File: config.mk
export PLATFORM = sky130hd
export DESIGN_NAME = syn_fifo_prog_flags
export DESIGN_NICKNAME = d
export VERILOG_FILES = /design/src/rtl/syn_fifo_prog_flags.sv
export SDC_FILE = /design/constraint.sdc
export NUM_CORES = 1
export LEC_CHECK = 0
export ABC_AREA = 1
export CORE_AREA = 4 4 133 135
export DETAILED_ROUTE_END_ITERATION = 16
export DIE_AREA = 0 0 137 139
export PLACE_DENSITY = 0.59
export SETUP_SLACK_MARGIN = 0.3
export SLEW_MARGIN = 20
export SYNTH_ARGS = -nofsm -noshare
export SYNTH_HDL_FRONTEND = slang
export SYNTH_SLANG_ARGS = --single-unit
File: constraint.sdc
create_clock -name sys_clk -period 3.2 [get_ports sys_clk]
set_input_delay 0.48 -clock sys_clk [delete_from_list [all_inputs] [get_ports sys_clk]]
set_output_delay 0.48 -clock sys_clk [all_outputs]
set_load 0.05 [all_outputs]
File: src/rtl/syn_fifo_prog_flags.sv
// Single-clock FIFO with independent programmable almost-empty/almost-full
// thresholds, registered read data with valid strobe, and sticky error flags.
module syn_fifo_prog_flags #(
  parameter int DEPTH  = 16,
  parameter int WIDTH  = 8,
  parameter int DEF_AE = 4,
  parameter int DEF_AF = 4,
  localparam int PW    = $clog2(DEPTH),
  localparam int CW    = PW + 1
) (
  input  logic             sys_clk,
  input  logic             sys_rst,
  input  logic             wr_en_i,
  input  logic [WIDTH-1:0] wr_data_i,
  input  logic             rd_en_i,
  output logic [WIDTH-1:0] rd_data_o,
  output logic             rd_valid_o,
  input  logic             cfg_we_i,
  input  logic [PW-1:0]    cfg_ae_i,
  input  logic [PW-1:0]    cfg_af_i,
  output logic [CW-1:0]    count_o,
  output logic             empty_o,
  output logic             full_o,
  output logic             half_o,
  output logic             ae_o,
  output logic             af_o,
  output logic             af_ae_o,
  output logic             overflow_o,
  output logic             underflow_o
);

  logic [WIDTH-1:0] mem [DEPTH];
  logic [PW-1:0]    wr_ptr, rd_ptr;
  logic [PW-1:0]    ae_reg, af_reg;
  logic [CW-1:0]    count;
  logic [WIDTH-1:0] rd_data;
  logic             rd_valid, overflow, underflow;
  logic             rd_ok, wr_ok;

  // Flags decode only registered state, so no input reaches an output combinationally.
  assign empty_o     = (count == '0);
  assign full_o      = (count == CW'(DEPTH));
  assign half_o      = (count >= CW'(DEPTH / 2));
  assign ae_o        = (count <= {1'b0, ae_reg});
  assign af_o        = (count >= (CW'(DEPTH) - {1'b0, af_reg}));
  assign af_ae_o     = ae_o | af_o;
  assign count_o     = count;
  assign rd_data_o   = rd_data;
  assign rd_valid_o  = rd_valid;
  assign overflow_o  = overflow;
  assign underflow_o = underflow;

  // Write-while-full only succeeds when a read frees a slot in the same cycle.
  assign rd_ok = rd_en_i & ~empty_o;
  assign wr_ok = wr_en_i & (~full_o | rd_ok);

  always_ff @(posedge sys_clk) begin
    if (!sys_rst && wr_ok) mem[wr_ptr] <= wr_data_i;
  end

  always_ff @(posedge sys_clk) begin
    if (sys_rst) begin
      wr_ptr    <= '0;
      rd_ptr    <= '0;
      count     <= '0;
      rd_data   <= '0;
      rd_valid  <= 1'b0;
      overflow  <= 1'b0;
      underflow <= 1'b0;
      if (cfg_we_i) begin
        ae_reg <= cfg_ae_i;
        af_reg <= cfg_af_i;
      end else begin
        ae_reg <= PW'(DEF_AE);
        af_reg <= PW'(DEF_AF);
      end
    end else begin
      if (cfg_we_i) begin
        ae_reg <= cfg_ae_i;
        af_reg <= cfg_af_i;
      end
      if (wr_ok) wr_ptr <= wr_ptr + PW'(1);
      if (rd_ok) begin
        rd_ptr  <= rd_ptr + PW'(1);
        rd_data <= mem[rd_ptr];
      end
      rd_valid <= rd_ok;
      count    <= count + CW'(wr_ok) - CW'(rd_ok);
      if (wr_en_i & full_o & ~rd_ok) overflow <= 1'b1;
      if (rd_en_i & empty_o) underflow <= 1'b1;
    end
  end

endmodule

==> summary.txt, run 1 <==
RSZ-0062 raised after global routing -> true
Clk pin slew, worst setup/hold paths -> 60 ps
RR Endpoint -> count_o[4]
GR Overflow Total -> 0
Cells after Synth -> 746
post-synthesis sequential element count -> 160
r2r worst-path depth -> 15
status -> completed
Mapped Nets -> 790
worst relative slew slack -> 49.8%
period utilization -> 86.9%
Initial Util -> 44.1%
Largest register FFs -> 128
hold crit path type -> reg2reg
leak pwr -> 0.00363 uW
Chip Width -> 137 um
Slew Viols, Final -> 0
Critical Path RT -> 2720 ps
gpl congestion -> 0.843
Final Instance Area -> 8490 um^2
WP data arrival -> 2300 ps
Area growth syn-to-layout -> 16.9%
Synth Cell Area -> 7260 um^2
crit path time final -> 2780 ps
vias in the first global route -> 4971
r2r setup slk -> 670 ps
layout cells sized above 1 -> 8.75%
Final Core Density -> 51.5%
Setup TNS -> 0 ps
DIE HEIGHT -> 139 um
HPWL Detailed -> 10600 um
IO buf count -> 42
via/cell ratio -> 4.89
Worst Clk Skew -> 9.50 ps
worst r2r src -> count_o[3]
Synth warnings -> 0
Worst Hold Depth -> 2
drt first pass iters -> 5
core region area -> 16500 um^2
Compound-Gate Fraction of Synth Area -> 1.91%
Yosys top cell by area -> edfxtp_1
Seq/Total Area, Yosys -> 62.9%
H-tree Lvls -> 4
post-synthesis xor/xnor area fraction -> 0.483%
Routed WL per cell -> 16.0 um
Placed Instance Area -> 7940 um^2
worst slew pin tran -> 754 ps
initial antenna violation count -> 0
main combinational cell family by area after synthesis -> simple AND/OR/NAND/NOR gates
Synth top area share -> 56.2%
die area -> 19000 um^2
Hold Path Sink -> underflow_o
all-layer global routing usage -> 18.4%
Simple-Gate Fraction of Synth Area -> 22.1%
Routed Antenna Nets -> 0
largest net degree at the start of global routing -> 67
CTS Buffer Depth -> 2
maximum vdd drop -> 0.000439 V
first-pass GRT wire length -> 26400 um
Vias -> 5046
CTS tree -> yes
multiplexer share of the synthesized area -> 0%
top cells by area, synth -> edfxtp_1 56%, nand2_1 12%, dfxtp_1 6.6%
nets -> 843
Cell Pwr Density -> 763 nW/um^2
# DRC -> 0
DRT iter0 DRCs -> 404
Largest Register -> mem
worst hold start -> underflow_o
Ant. Diodes -> 0
I/O pin count -> 43
CP endpoint kind -> primary output
crit path max fanout -> 3
# clock sinks -> 160
# setup viols final -> 0
Worst setup SP type -> register
# rows -> 47
final WL -> 16500 um
post-synthesis adder-cell area fraction -> 4.07%
CP startpoint -> af_reg[0]
Root Driver -> clkbuf_16
Max Cap Viol -> 0
library cells used by synthesis -> 29
TritonCTS Buffers -> 17
post-CTS setup buffer count -> 0
synthesized area per cell -> 9.73 um^2
Setup Crit Path Kind -> reg2out
Final Hold Viols -> 0
Hold Buf Count CTS -> 0
clock latency on the worst-skew pair -> 420 ps
Max Freq -> 360 MHz
-- placed cells by master, fill, tap and decap left out, types with 9 or more instances in the layout --
master | synthesis | final
clkbuf_16 | 0 | 17
nand3_1 | 95 | 95
nor2_1 | 43 | 43
buf_4 | 7 | 20
o21ai_1 | 9 | 9
inv_1 | 108 | 108
nand2_1 | 224 | 224
edfxtp_1 | 136 | 136
inv_2 | 12 | 12
a21oi_1 | 14 | 14
ha_1 | 22 | 22
clkdlybuf4s50_1 | 0 | 39
dfxtp_1 | 24 | 21
-- per-stage QoR --
| step | worst slack (ps) | total power [uW] | hold WS (ps) | instances |
|---|---|---|---|---|
| floorplan | 377 | 4060 | 484 | 746 |
| global placement | 410 | 4610 | 440 | 1000 |
| detailed placement | 359 | 4660 | 450 | 1000 |
| CTS | 186 | 6550 | 459 | 1031 |
| global route | 236 | 6880 | 478 | 1031 |
| finish | 420 | 6480 | 451 | 1031 |
-- metal layers --
| metal | track usage (%) | vias to the layer above | routed length [um] |
|---|---|---|---|
| li1 | - | 2512 | - |
| met4 | 7.72 | 0 | 379 |
| met2 | 28.5 | 101 | 8030 |
| met3 | 3.74 | 22 | 603 |
| met5 | 0 | - | 0 |
| met1 | 25.2 | 2411 | 7500 |
-- where the power goes --
part	switching, uW	internal, uW	leakage (uW)
sequential	101	2390	0.00143
clock	763	1130	0.000267
combinational	1450	645	0.00193
-- logic make-up after synthesis --
family,after synthesis
xor+xnor,4
simple gates,383
flops,160
fa+ha+maj,23
compound gates,27
buf+inv,149
-- timing repair --
action,in CTS,in global routing
cloned,0,0
gates resized for setup,3,7
pin swaps,0,0
endpoints found under the setup margin,3,3
-- worst max path at each step --
stage,endpoint,slack [ps],depth (start not counted)
floorplan,af_ae_o,380,6
detailed placement,af_ae_o,360,10
global placement,af_ae_o,410,10
CTS,af_ae_o,190,10
global route,af_ae_o,240,10
finish,af_ae_o,420,10
-- Yosys cell counts, drive strengths merged --
library cell,n
nand3,96
o21ai,11
nand4,3
buf,27
clkbuf,1
ha,22
o31ai,1
fa,1
nand2,226
clkinv,1
or2,4
dfxtp,24
a31oi,1
a21oi,14
inv,120
nor3,8
nor2,46
xor2,4
edfxtp,136
-- worst max-delay path, stage by stage (launching register included) --
cell	delay [ps]
edfxtp_1	380
inv_1	90
ha_1	180
nand3_1	100
ha_1	320
nand2_1	80
clkinv_1	80
nand4_1	90
nand4_1	110
or2_1	230
buf_2	210
-- final cells by class --
type / instances / area (um^2)
fill: 1499 / 7980
multi-input combinational: 437 / 2080
tap: 220 / 275
timing repair buffer: 62 / 559
inverter: 121 / 454
clock inverter: 12 / 120
clock buffer: 19 / 433
sequential: 160 / 4570
(Power assumes the default switching activity.)
==> run 2: changes to the inputs <==
--- a/config.mk
+++ b/config.mk
@@ -5,10 +5,10 @@
 export SDC_FILE = /design/constraint.sdc
 export NUM_CORES = 1
 export LEC_CHECK = 0
-export ABC_AREA = 1
-export CORE_AREA = 4 4 133 135
+export ABC_AREA = 0
+export CORE_AREA = 4 4 128 130
 export DETAILED_ROUTE_END_ITERATION = 16
-export DIE_AREA = 0 0 137 139
+export DIE_AREA = 0 0 132 134
 export PLACE_DENSITY = 0.59
 export SETUP_SLACK_MARGIN = 0.3
 export SLEW_MARGIN = 20
==> summary.txt, run 2 <==
status -> completed
footprint of the multi-input gates -> 1930 um^2
period utilization -> 84.8%
Setup Crit Path Kind -> reg2out
Largest register FFs -> 128
crit path max fanout -> 5
CP endpoint kind -> primary output
Worst Clk Skew -> 24.4 ps
WP data arrival -> 2240 ps
leak pwr -> 0.00270 uW
post-synthesis sequential element count -> 160
Hold Buf Count CTS -> 0
Largest Register -> mem
max incr delay on CP -> 860 ps
Post-synth EDFFs -> 136
DIE HEIGHT -> 134 um
Simple-Gate Fraction of Synth Area -> 6.55%
total power -> 6050 uW
most frequent cells in the layout -> 136 x edfxtp_1, 39 x clkdlybuf4s50_1, 29 x nor2_1
multiplexer share of the synthesized area -> 13.8%
top post-synthesis cells by count -> 136 x edfxtp_1, 29 x nor2_1, 24 x dfxtp_1
library cells used by synthesis -> 41
Final Instance Area -> 7960 um^2
post-synthesis adder-cell area fraction -> 4.38%
# rows -> 45
HPWL Detailed -> 8120 um
Synth warnings -> 0
Final Hold Viols -> 0
largest net degree at the start of global routing -> 35
Seq/Total Area, Yosys -> 67.7%
clock latency on the worst-skew pair -> 430 ps
# clock sinks -> 160
maximum vdd drop -> 0.000419 V
main combinational cell family by area after synthesis -> multiplexers
Final Core Density -> 52.5%
Initial Util -> 44.5%
commonest non-fill, non-tap cell in the layout -> edfxtp_1
Max Freq -> 368 MHz
Main synth FF type -> edfxtp_1
Setup TNS -> 0 ps
Worst setup SP type -> register
Yosys top cell by area -> edfxtp_1
GR Overflow Total -> 0
Synth top area share -> 60.6%
first-pass GRT wire length -> 20000 um
Vias -> 3513
Compound-Gate Fraction of Synth Area -> 2.64%
Crit path max-delay family -> buffers and inverters
I/O pin count -> 43
CP cell instances -> inv_1 -> ha_1 -> nor4b_4 -> clkdlybuf4s50_1
core region area -> 15100 um^2
Ant. Diodes -> 0
crit path time final -> 2720 ps
# DRC -> 0
Routed WL per cell -> 19.3 um
gpl congestion -> 0.711
via/cell ratio -> 5.39
H-tree Lvls -> 4
# setup viols final -> 0
CTS Buffer Depth -> 2
Post-synth ARST share -> 0%
worst slew pin tran -> 568 ps
RSZ-0062 raised after global routing -> false
Max Cap Viol -> 0
Cells after Synth -> 387
DRT iter0 DRCs -> 298
Placed Instance Area -> 7400 um^2
CP bufs+invs -> 2
nets -> 495
all-layer global routing usage -> 15.1%
CTS tree -> yes
Cell Pwr Density -> 760 nW/um^2
top-count cell post-synth -> edfxtp_1
Critical Path RT -> 2720 ps
post-synthesis xor/xnor area fraction -> 1.17%
worst relative slew slack -> 62.2%
final WL -> 12600 um
Layout fillers -> 1234
layout cells sized above 1 -> 18.1%
synthesized area per cell -> 17.4 um^2
Slew Viols, Final -> 0
Area growth syn-to-layout -> 18.1%
register area -> 4570 um^2
TritonCTS Buffers -> 17
Mapped Nets -> 431
die area -> 17700 um^2
drt first pass iters -> 4
Clk pin slew, worst setup/hold paths -> 60 ps
Chip Width -> 132 um
Worst path slowest cell -> clkdlybuf4s50_1
initial antenna violation count -> 0
vias in the first global route -> 3566
hold crit path type -> reg2reg
Synth Cell Area -> 6740 um^2
IO buf count -> 42
Root Driver -> clkbuf_16
top cells by area, synth -> edfxtp_1 61%, dfxtp_1 7.1%, mux4_2 7.0%
Routed Antenna Nets -> 0
run 2: changes by cell type in the layout (fill, tap and decap cells not counted), moves of 5 or more:
cell and delta:
inv_2 -12, nand3_1 -94, mux4_1 +11, nand3b_1 +9, o21ai_1 -9, a21oi_1 -5, mux4_2 +21, nand2b_1 +8
and2_1 +6, nor2_1 -14, o221ai_1 +8, nand2_1 -213, mux2i_1 +17, inv_1 -89
run 2: cell type report:
class	instances	area share [%]
Multi-Input combinational cell	190	24.3
Sequential cell	160	57.4
Clock inverter	14	1.78
Inverter	19	0.896
Clock buffer	18	5.39
Tap cell	188	2.96
Timing Repair Buffer	63	7.23
run 2: metal layers:
layer,vias to the layer above,GRT usage [%],part of all wire [%]
li1,1629,-,-
met1,1777,19.2,42
met2,91,25.0,50
met3,16,4.61,6.2
met4,0,5.25,1.5
met5,-,0,0
run 2: path summary, 6_finish.rpt:
| path | from | to | slack [ps] | depth (start not counted) |
|---|---|---|---|---|
| worst max register to register | count_o[2] | count_o[4] | 680 | 13 |
| worst min register to register | underflow_o | underflow_o | 480 | 2 |
| worst max-delay path | count_o[2] | empty_o | 480 | 4 |
| worst min-delay path | underflow_o | underflow_o | 480 | 2 |
run 2: cell families after synthesis:
logic type,after synthesis
AOI/OAI and AO/OA,26
xor gates and xnor gates,9
adders and majority gates,23
buffers and inverters,37
DFF,160
muxes,49
and+or+nand+nor,83
run 2: where the power goes:
group	switching, uW	internal, uW	total [uW]
combinational	951	657	1610
clock	789	1140	1930
sequential	132	2380	2510
run 2: worst min-delay path, cell delays in order (launching register included):
cell and delay, ps:
dfxtp_1 330, a21oi_1 40, nor2_1 70
run 2: repair_timing:
action,4_1_cts,5_1_grt
pin swaps,0,0
endpoints found under the setup margin,3,3
buffers inserted,0,0
gates resized for setup,3,7
run 2: stage by stage:
stage               setup slack [ps]  instances  hold slack [ps]
floorplan                        273        387              514
global placement                 485        620              457
detailed placement               465        620              472
CTS                              275        652              488
global route                     368        652              529
finish                           485        652              481
==> run 3: changes to the inputs <==
==> constraint.sdc (replaced) <==
create_clock -name sys_clk -period 2.75 [get_ports sys_clk]
set_input_delay 0.4125 -clock sys_clk [delete_from_list [all_inputs] [get_ports sys_clk]]
set_output_delay 0.4125 -clock sys_clk [all_outputs]
set_load 0.05 [all_outputs]
==> summary.txt, run 3 (same netlist as run 2, synthesis figures left out) <==
Worst setup SP type -> register
GR Overflow Total -> 0
DIE HEIGHT -> 134 um
nets -> 501
commonest non-fill, non-tap cell in the layout -> edfxtp_1
Largest register FFs -> 128
Routed Antenna Nets -> 0
Max Freq -> 409 MHz
Cell Pwr Density -> 894 nW/um^2
Final Instance Area -> 8120 um^2
Routed WL per cell -> 19.9 um
Hold Buf Count CTS -> 0
# setup viols final -> 0
Root Driver -> clkbuf_16
DRT iter0 DRCs -> 174
Chip Width -> 132 um
Crit path max-delay family -> flip-flops
Psw -> 2200 uW
period utilization -> 88.9%
HPWL Detailed -> 8670 um
crit path time final -> 2440 ps
vias in the first global route -> 3673
IO buf count -> 42
most frequent cells in the layout -> 136 x edfxtp_1, 36 x clkdlybuf4s50_1, 29 x nor2_1
maximum vdd drop -> 0.000477 V
worst hold start -> underflow_o
Placed Instance Area -> 7450 um^2
TritonCTS Buffers -> 17
core region area -> 15100 um^2
Vias -> 3522
Max Cap Viol -> 0
# DRC -> 0
Clk pin slew, worst setup/hold paths -> 60 ps
# clock sinks -> 160
RSZ-0062 raised after global routing -> true
first-pass GRT wire length -> 20800 um
largest net degree at the start of global routing -> 35
hold crit path type -> reg2reg
DP Cell Count -> 622
clock share of power -> 31.4%
internal power -> 5060 uW
CP endpoint kind -> primary output
Worst path slowest cell -> edfxtp_1
final WL -> 13100 um
footprint of the multi-input gates -> 2020 um^2
Setup TNS -> 0 ps
Largest Register -> mem
register area -> 4580 um^2
CP startpoint -> af_reg[0]
Worst Clk Skew -> 9.90 ps
status -> completed
CTS Buffer Depth -> 2
gpl congestion -> 0.735
CTS tree -> yes
max incr delay on CP -> 400 ps
initial antenna violation count -> 0
CP bufs+invs -> 2
H-tree Lvls -> 4
post-route insts no fill -> 657
total power -> 7260 uW
layout cells sized above 1 -> 22.6%
combinational share of power -> 27.8%
Switching Share -> 30.3%
worst slew pin tran -> 697 ps
via/cell ratio -> 5.36
crit path max fanout -> 2
Area growth syn-to-layout -> 20.5%
drt first pass iters -> 5
Setup Crit Path Kind -> reg2out
sequential share of power -> 40.8%
Layout fillers -> 1176
worst r2r src -> count_o[2]
Initial Util -> 44.5%
WP data arrival -> 2030 ps
worst relative slew slack -> 53.4%
Hold WS -> 499 ps
clock latency on the worst-skew pair -> 420 ps
Ant. Diodes -> 0
Slew Viols, Final -> 0
leak pwr -> 0.00277 uW
I/O pin count -> 43
Critical Path RT -> 2340 ps
all-layer global routing usage -> 15.8%
die area -> 17700 um^2
CP cell instances -> inv_2 -> ha_4 -> xor2_1 -> ha_1 -> nor2b_1 -> o211ai_1 -> nand3b_1 -> buf_6
# rows -> 45
Final Hold Viols -> 0
==> run 3: changes by cell type in the layout (fill, tap and decap cells not counted), sizes merged <==
cell,change
buf,+9
clkdlybuf4s50,-3
clkinvlp,-3
dlygate4sd2,+3
clkbuf,-2
bufinv,+1
clkinv,+1
inv,-1
==> run 3: through the flow <==
step	utilization, %	setup slack, ps
after CTS	53.3	263
after detailed placement	49.2	143
after floorplan	-	-2.59
after global placement	49.2	182
final	53.6	306
after global routing	53.6	210
==> run 3: power by group through the flow <==
stage	sequential [uW]	clock (uW)	combinational [uW]
finish	2960	2280	2020
global route	2990	2450	2200
CTS	2970	2330	1970
detailed placement	3020	0	1950
global placement	3010	0	1920
floorplan	3190	0	1250
==> run 3: tightest hold or removal path: cells and delay by family (launching register included) <==
kind             cells  cell delay (ps)
flip-flops           1              340
AND/OR/NAND/NOR      1               80
AO/OA/AOI/OAI        1               50
==> run 3: final cells by class <==
class / count / area share (%)
Sequential cell: 160 / 56.4
Clock buffer: 19 / 5.33
Clock inverter: 12 / 1.77
Inverter: 19 / 0.940
Tap cell: 188 / 2.90
Timing Repair Buffer: 69 / 7.78
Multi-Input combinational cell: 190 / 24.8
==> run 3: worst paths after layout <==
kind	to	slack [ps]	cells after the start
max reg2reg	count_o[4]	460	14
min reg2reg	underflow_o	500	2
max	af_ae_o	310	8
min	underflow_o	500	2
==> run 3: timing repair <==
item,CTS,global route
buffers inserted,1,3
gates resized for setup,11,6
pin swaps,4,3
endpoints found under the setup margin,5,3
==> run 3: layer usage <==
| metal | track usage (%) | vias up | wire length, um |
|---|---|---|---|
| met5 | 0 | - | 0 |
| met4 | 5.60 | 0 | 197 |
| met1 | 20.2 | 1784 | 5580 |
| li1 | - | 1640 | - |
| met2 | 26.3 | 80 | 6760 |
| met3 | 4.01 | 18 | 524 |
